$ cat config.mk
export PLATFORM = sky130hd
export DESIGN_NAME = muller_c_arbiter
export DESIGN_NICKNAME = d
export VERILOG_FILES = /design/src/rtl/muller_c_arbiter.sv
export SDC_FILE = /design/constraint.sdc
export NUM_CORES = 1
export LEC_CHECK = 0
export BUFFER_PORTS_ARGS = -buffer_cell sky130_fd_sc_hd__buf_2
export CAP_MARGIN = 20
export CORE_MARGIN = 1.5
export CORE_UTILIZATION = 45
export DETAILED_ROUTE_END_ITERATION = 16
export PLACE_DENSITY = 0.66
export SLEW_MARGIN = 10
export SYNTH_ARGS = -nofsm -noshare
export SYNTH_HDL_FRONTEND = slang
export SYNTH_SLANG_ARGS = --single-unit
$ cat constraint.sdc
create_clock -name wb_clk_i -period 3.5 [get_ports wb_clk_i]
set_input_delay 0.525 -clock wb_clk_i [delete_from_list [all_inputs] [get_ports wb_clk_i]]
set_output_delay 0.525 -clock wb_clk_i [all_outputs]
set_load 0.01 [all_outputs]
$ cat src/rtl/muller_c_arbiter.sv
// muller_c_arbiter: round-robin owner of one shared Muller C-element.
// Each granted requester gets a full rise / hysteresis-hold / fall exercise
// of the element, followed by a one-cycle ack pulse.
// Optional watchdog on RISE/FALL: define C_ARB_TIMEOUT_EN.
module muller_c_arbiter #(
  parameter int NREQ        = 4,
  parameter int SYNC_STAGES = 2,
  parameter int HOLD_CYC    = 2,
  parameter int TIMEOUT     = 255
) (
  input  logic            wb_clk_i,
  input  logic            wb_rst_i,
  input  logic [NREQ-1:0] req_i,
  output logic [NREQ-1:0] grant_o,
  output logic [NREQ-1:0] ack_o,
  output logic            busy_o,
  output logic            c_a_o,
  output logic            c_b_o,
  input  logic            c_y_i,
  output logic            mis_o,
  output logic            err_o
);

  localparam int PW = $clog2(NREQ);
  localparam int HW = $clog2(HOLD_CYC + 1);
  localparam logic [NREQ-1:0] ONE = NREQ'(1);

  if (NREQ < 2 || NREQ > 8 || SYNC_STAGES < 2 || HOLD_CYC < 1 ||
      TIMEOUT < 1 || TIMEOUT > 255) begin : g_bad_param
    $error("muller_c_arbiter: parameter out of range");
  end

  typedef enum logic [2:0] {IDLE, RISE, HOLD, FALL, DONE} state_t;

  state_t                 state, state_nxt;
  logic [PW-1:0]          ptr;
  logic [PW-1:0]          pick_idx;
  logic                   pick_vld;
  logic [PW:0]            srch;
  logic [SYNC_STAGES-1:0] sync;
  logic                   y_s;
  logic [HW-1:0]          hold_cnt;
  logic                   hold_last;
`ifdef C_ARB_TIMEOUT_EN
  logic [7:0]             wd_cnt;
  logic                   wd_last;
  logic                   wd_fire;
`endif

  assign y_s       = sync[SYNC_STAGES-1];
  assign hold_last = (hold_cnt == HW'(HOLD_CYC - 1));

  // Round-robin search: first set request at or above ptr, wrapping at NREQ
  always_comb begin
    pick_vld = 1'b0;
    pick_idx = '0;
    srch     = '0;
    for (int k = 0; k < NREQ; k++) begin
      srch = {1'b0, ptr} + (PW+1)'(k);
      if (srch >= (PW+1)'(NREQ)) srch = srch - (PW+1)'(NREQ);
      if (!pick_vld && req_i[srch[PW-1:0]]) begin
        pick_vld = 1'b1;
        pick_idx = srch[PW-1:0];
      end
    end
  end

  // Next-state logic for the 4-phase exercise
  always_comb begin
    state_nxt = state;
`ifdef C_ARB_TIMEOUT_EN
    wd_fire   = 1'b0;
`endif
    unique case (state)
      IDLE: if (pick_vld) state_nxt = RISE;
      RISE: begin
        if (y_s) state_nxt = HOLD;
`ifdef C_ARB_TIMEOUT_EN
        else if (wd_last) begin
          state_nxt = IDLE;
          wd_fire   = 1'b1;
        end
`endif
      end
      HOLD: if (hold_last) state_nxt = FALL;
      FALL: begin
        if (!y_s) state_nxt = DONE;
`ifdef C_ARB_TIMEOUT_EN
        else if (wd_last) begin
          state_nxt = IDLE;
          wd_fire   = 1'b1;
        end
`endif
      end
      DONE:    state_nxt = IDLE;
      default: state_nxt = IDLE;
    endcase
  end

  // State, owner, pointer, synchronizer, hold counter and hysteresis flag
  always_ff @(posedge wb_clk_i) begin
    if (wb_rst_i) begin
      state    <= IDLE;
      ptr      <= '0;
      grant_o  <= '0;
      sync     <= '0;
      hold_cnt <= '0;
      mis_o    <= 1'b0;
    end else begin
      state    <= state_nxt;
      sync     <= {sync[SYNC_STAGES-2:0], c_y_i};
      hold_cnt <= (state == HOLD) ? hold_cnt + HW'(1) : '0;
      if (state == HOLD && !y_s) mis_o <= 1'b1;
      if (state == IDLE && pick_vld) begin
        grant_o <= ONE << pick_idx;
        ptr     <= (pick_idx == PW'(NREQ - 1)) ? '0 : pick_idx + PW'(1);
      end else if (state != IDLE && state_nxt == IDLE) begin
        grant_o <= '0;
      end
    end
  end

`ifdef C_ARB_TIMEOUT_EN
  assign wd_last = (wd_cnt == 8'(TIMEOUT - 1));

  // Watchdog: restarts on entry to RISE/FALL, counts cycles spent there
  always_ff @(posedge wb_clk_i) begin
    if (wb_rst_i) begin
      wd_cnt <= '0;
      err_o  <= 1'b0;
    end else begin
      if (wd_fire) err_o <= 1'b1;
      if ((state_nxt == RISE || state_nxt == FALL) && state_nxt != state)
        wd_cnt <= '0;
      else if (state == RISE || state == FALL)
        wd_cnt <= wd_cnt + 8'd1;
    end
  end
`else
  assign err_o = 1'b0;
`endif

  assign c_a_o  = (state == RISE);
  assign c_b_o  = (state == RISE) || (state == HOLD);
  assign busy_o = (state != IDLE);
  assign ack_o  = (state == DONE) ? grant_o : '0;

endmodule

==> out/qor.yml <==
finalWorstPathRequiredPeriod_ns: 1.814
rr_startpoint: "ptr[1]$_SDFFE_PP0P_"
placement_rows: 14
cts-htree-levels: 1
worst_ep_required_time_ns: 2.97
synth_async_sr_flop_share_pct: 0
cts_buffers: 3
maxSlewViolCount: 0
num_vias: 632
number_of_flops_mapped_to_enable_cells_by_yosys: 0
status: "completed"
yosys.cell_types.count: 27
whs_path_depth: 1
mostFrequentLayoutCell: "buf_2"
worst-path-max-fanout: 17
synth_largest_area_cell: "dfxtp_1"
synth_seq_cells: 14
worst-endpoint-arrival_ns: 1.29
worst_hold_path.endpoint: "hold_cnt[0]$_SDFF_PP0_"
grt_remaining_overflow: 0
finalCritPeriodShare_pct: 51.82
syn_to_final_growth_pct: 18.32
cp-end-kind: "output pin"
syn-instance-count: 84
power_density_nw_per_um2: 441.0
synth.yosys.seq_area_share_pct: 39.09
vias_in_the_first_global_route: 503
initial_util_pct: 47.59
grt_max_degree: 18
dominantRegCellSynth: "dfxtp_1"
syn-cell-area_um2: 716.9
critical_path.startpoint: "state[2]$_SDFF_PP0_"
drt-wirelength-per-cell_um: 11.29
drive_gt1_share_pct: 26.21
place_hpwl_um: 975.7
yosysWarningCount: 0
worst_r2r_path_depth: 7
postSynthNetCount: 96
maximum_clock_frequency_ghz: 0.5514
timing.max_cap.violations: 0
cts-resized-gates: 0
timing.max_slew.rel_slack_pct: 66.49
cp-start-kind: "flop"
worstReg2RegEnd: "grant_o[2]$_SDFFE_PP0P_"
synth_area_per_cell_um2: 8.535
min_path_type: "reg2reg"
remaining_drc_errors: 0
clk_pin_slew_ns: 0.09
cts_root_buffer: "clkbuf_4"
worst_pin_slew_ns: 0.5020
path_class: "reg2out"
clk_path_buf_depth: 2
num_antenna_cells: 0
worstSkewPairLatency_ns: 0.27
final_clock_skew_ns: 0.003130
antenna_violating_nets_post_route: 0
initial_antenna_violation_count: 0
chipWidth_um: 42.92
nNetsFinal: 116
pin_count: 20
rsz_0062_raised_after_global_routing: "no"
finalWirelength_um: 1344
globalplace.congestion: 0.8660
core_region_area_um2: 1506
firstDrtPassIters: 4
final-setup-viol-count: 0
cts_sinks: 14
ff2ff_setup_slack_ns: 1.86
first_pass_grt_wire_length_um: 2145
io_buffers: 18
vdd_drop_max_v: 0.0002403
cts.repair_timing.setup_buffer_count: 0
cell_types_with_the_largest_area_share_after_synthesis: "dfxtp_1, ha_1, a21oi_1"
worstHoldStart: "hold_cnt[0]$_SDFF_PP0_"
die_area_um2: 1842
hold_viol_final: 0
mostFrequentLayoutCells: "buf_2, dfxtp_1, a21oi_1"
cts_hold_buf: 0
clock_tree_from_tritoncts: "built"
synth_top_area_share_pct: 39.09
totalNegativeSetupSlack_ns: 0
fin_util_pct: 56.31
static-leakage-power_nw: 0.3928
viasPerCell: 5.311
grt.total_usage_pct: 15.53
die_height_um: 42.92
detail_route.iter0.violations: 10
-- registers in the layout, summed over array words and instances, names as in the netlist --
signal / flops
state: 3
mis_o: 1
ptr: 2
grant_o: 4
sync: 2
hold_cnt: 2
-- critical path, cell delays in order, from the launching register on --
cell and delay (ns):
dfxtp_1 0.64, and3_1 0.24, buf_2 0.13
-- where the power goes --
| group | internal, mW | leakage [nW] | switching [mW] |
|---|---|---|---|
| clock network | 0.0632 | 0.0210 | 0.0517 |
| registers | 0.171 | 0.115 | 0.0105 |
| logic | 0.0330 | 0.257 | 0.0450 |
-- logic make-up after synthesis --
kind of cell | synth area share, %
simple gates | 32.63
compound gates | 12.92
flops | 39.09
buf+inv | 4.712
fa+ha+maj | 8.726
mux | 1.396
other cells | 0.5231
-- Yosys cell counts (all sizes together) (3+ instances only) --
| master | number |
|---|---|
| a21oi | 10 |
| and3 | 4 |
| dfxtp | 14 |
| ha | 5 |
| inv | 5 |
| nand2 | 9 |
| nor3 | 4 |
| nor4 | 3 |
| nor2 | 8 |
| nand3b | 4 |
| nand2b | 5 |
-- worst max path at each step --
stage,to,depth (start not counted)
after floorplan,grant_o[0]$_SDFFE_PP0P_,7
after global placement,grant_o[2]$_SDFFE_PP0P_,8
after detailed placement,grant_o[2]$_SDFFE_PP0P_,8
after CTS,ack_o[0],2
after global routing,ack_o[0],2
final,ack_o[0],2
-- stage by stage --
step	area (µm²)	instances	power [mW]	setup WS [ns]	hold slack [ns]
2_1_floorplan	716.9	84	0.2374	1.962	0.4037
4_1_cts	848.3	119	0.3801	1.665	0.4438
3_3_place_gp	812.0	115	0.2620	1.716	0.4213
3_5_place_dp	812.0	115	0.2626	1.709	0.4301
6_report	848.3	119	0.3741	1.686	0.4366
5_1_grt	848.3	119	0.3967	1.587	0.4620
-- per-layer routing --
metal | global-route usage [%] | wire, µm
met1 | 21.96 | 694
met2 | 21.82 | 584
met3 | 2.553 | 55
met4 | 9.375 | 10
met5 | 0 | 0
-- layout make-up --
cell class | count | area [µm²]
Fill cell | 148 | 658.1
Multi-Input combinational cell | 62 | 402.9
Sequential cell | 14 | 280.3
Timing Repair Buffer | 18 | 90.09
Clock buffer | 4 | 36.28
Tap cell | 16 | 20.02
Inverter | 5 | 18.77
(Power assumes the default switching activity.)
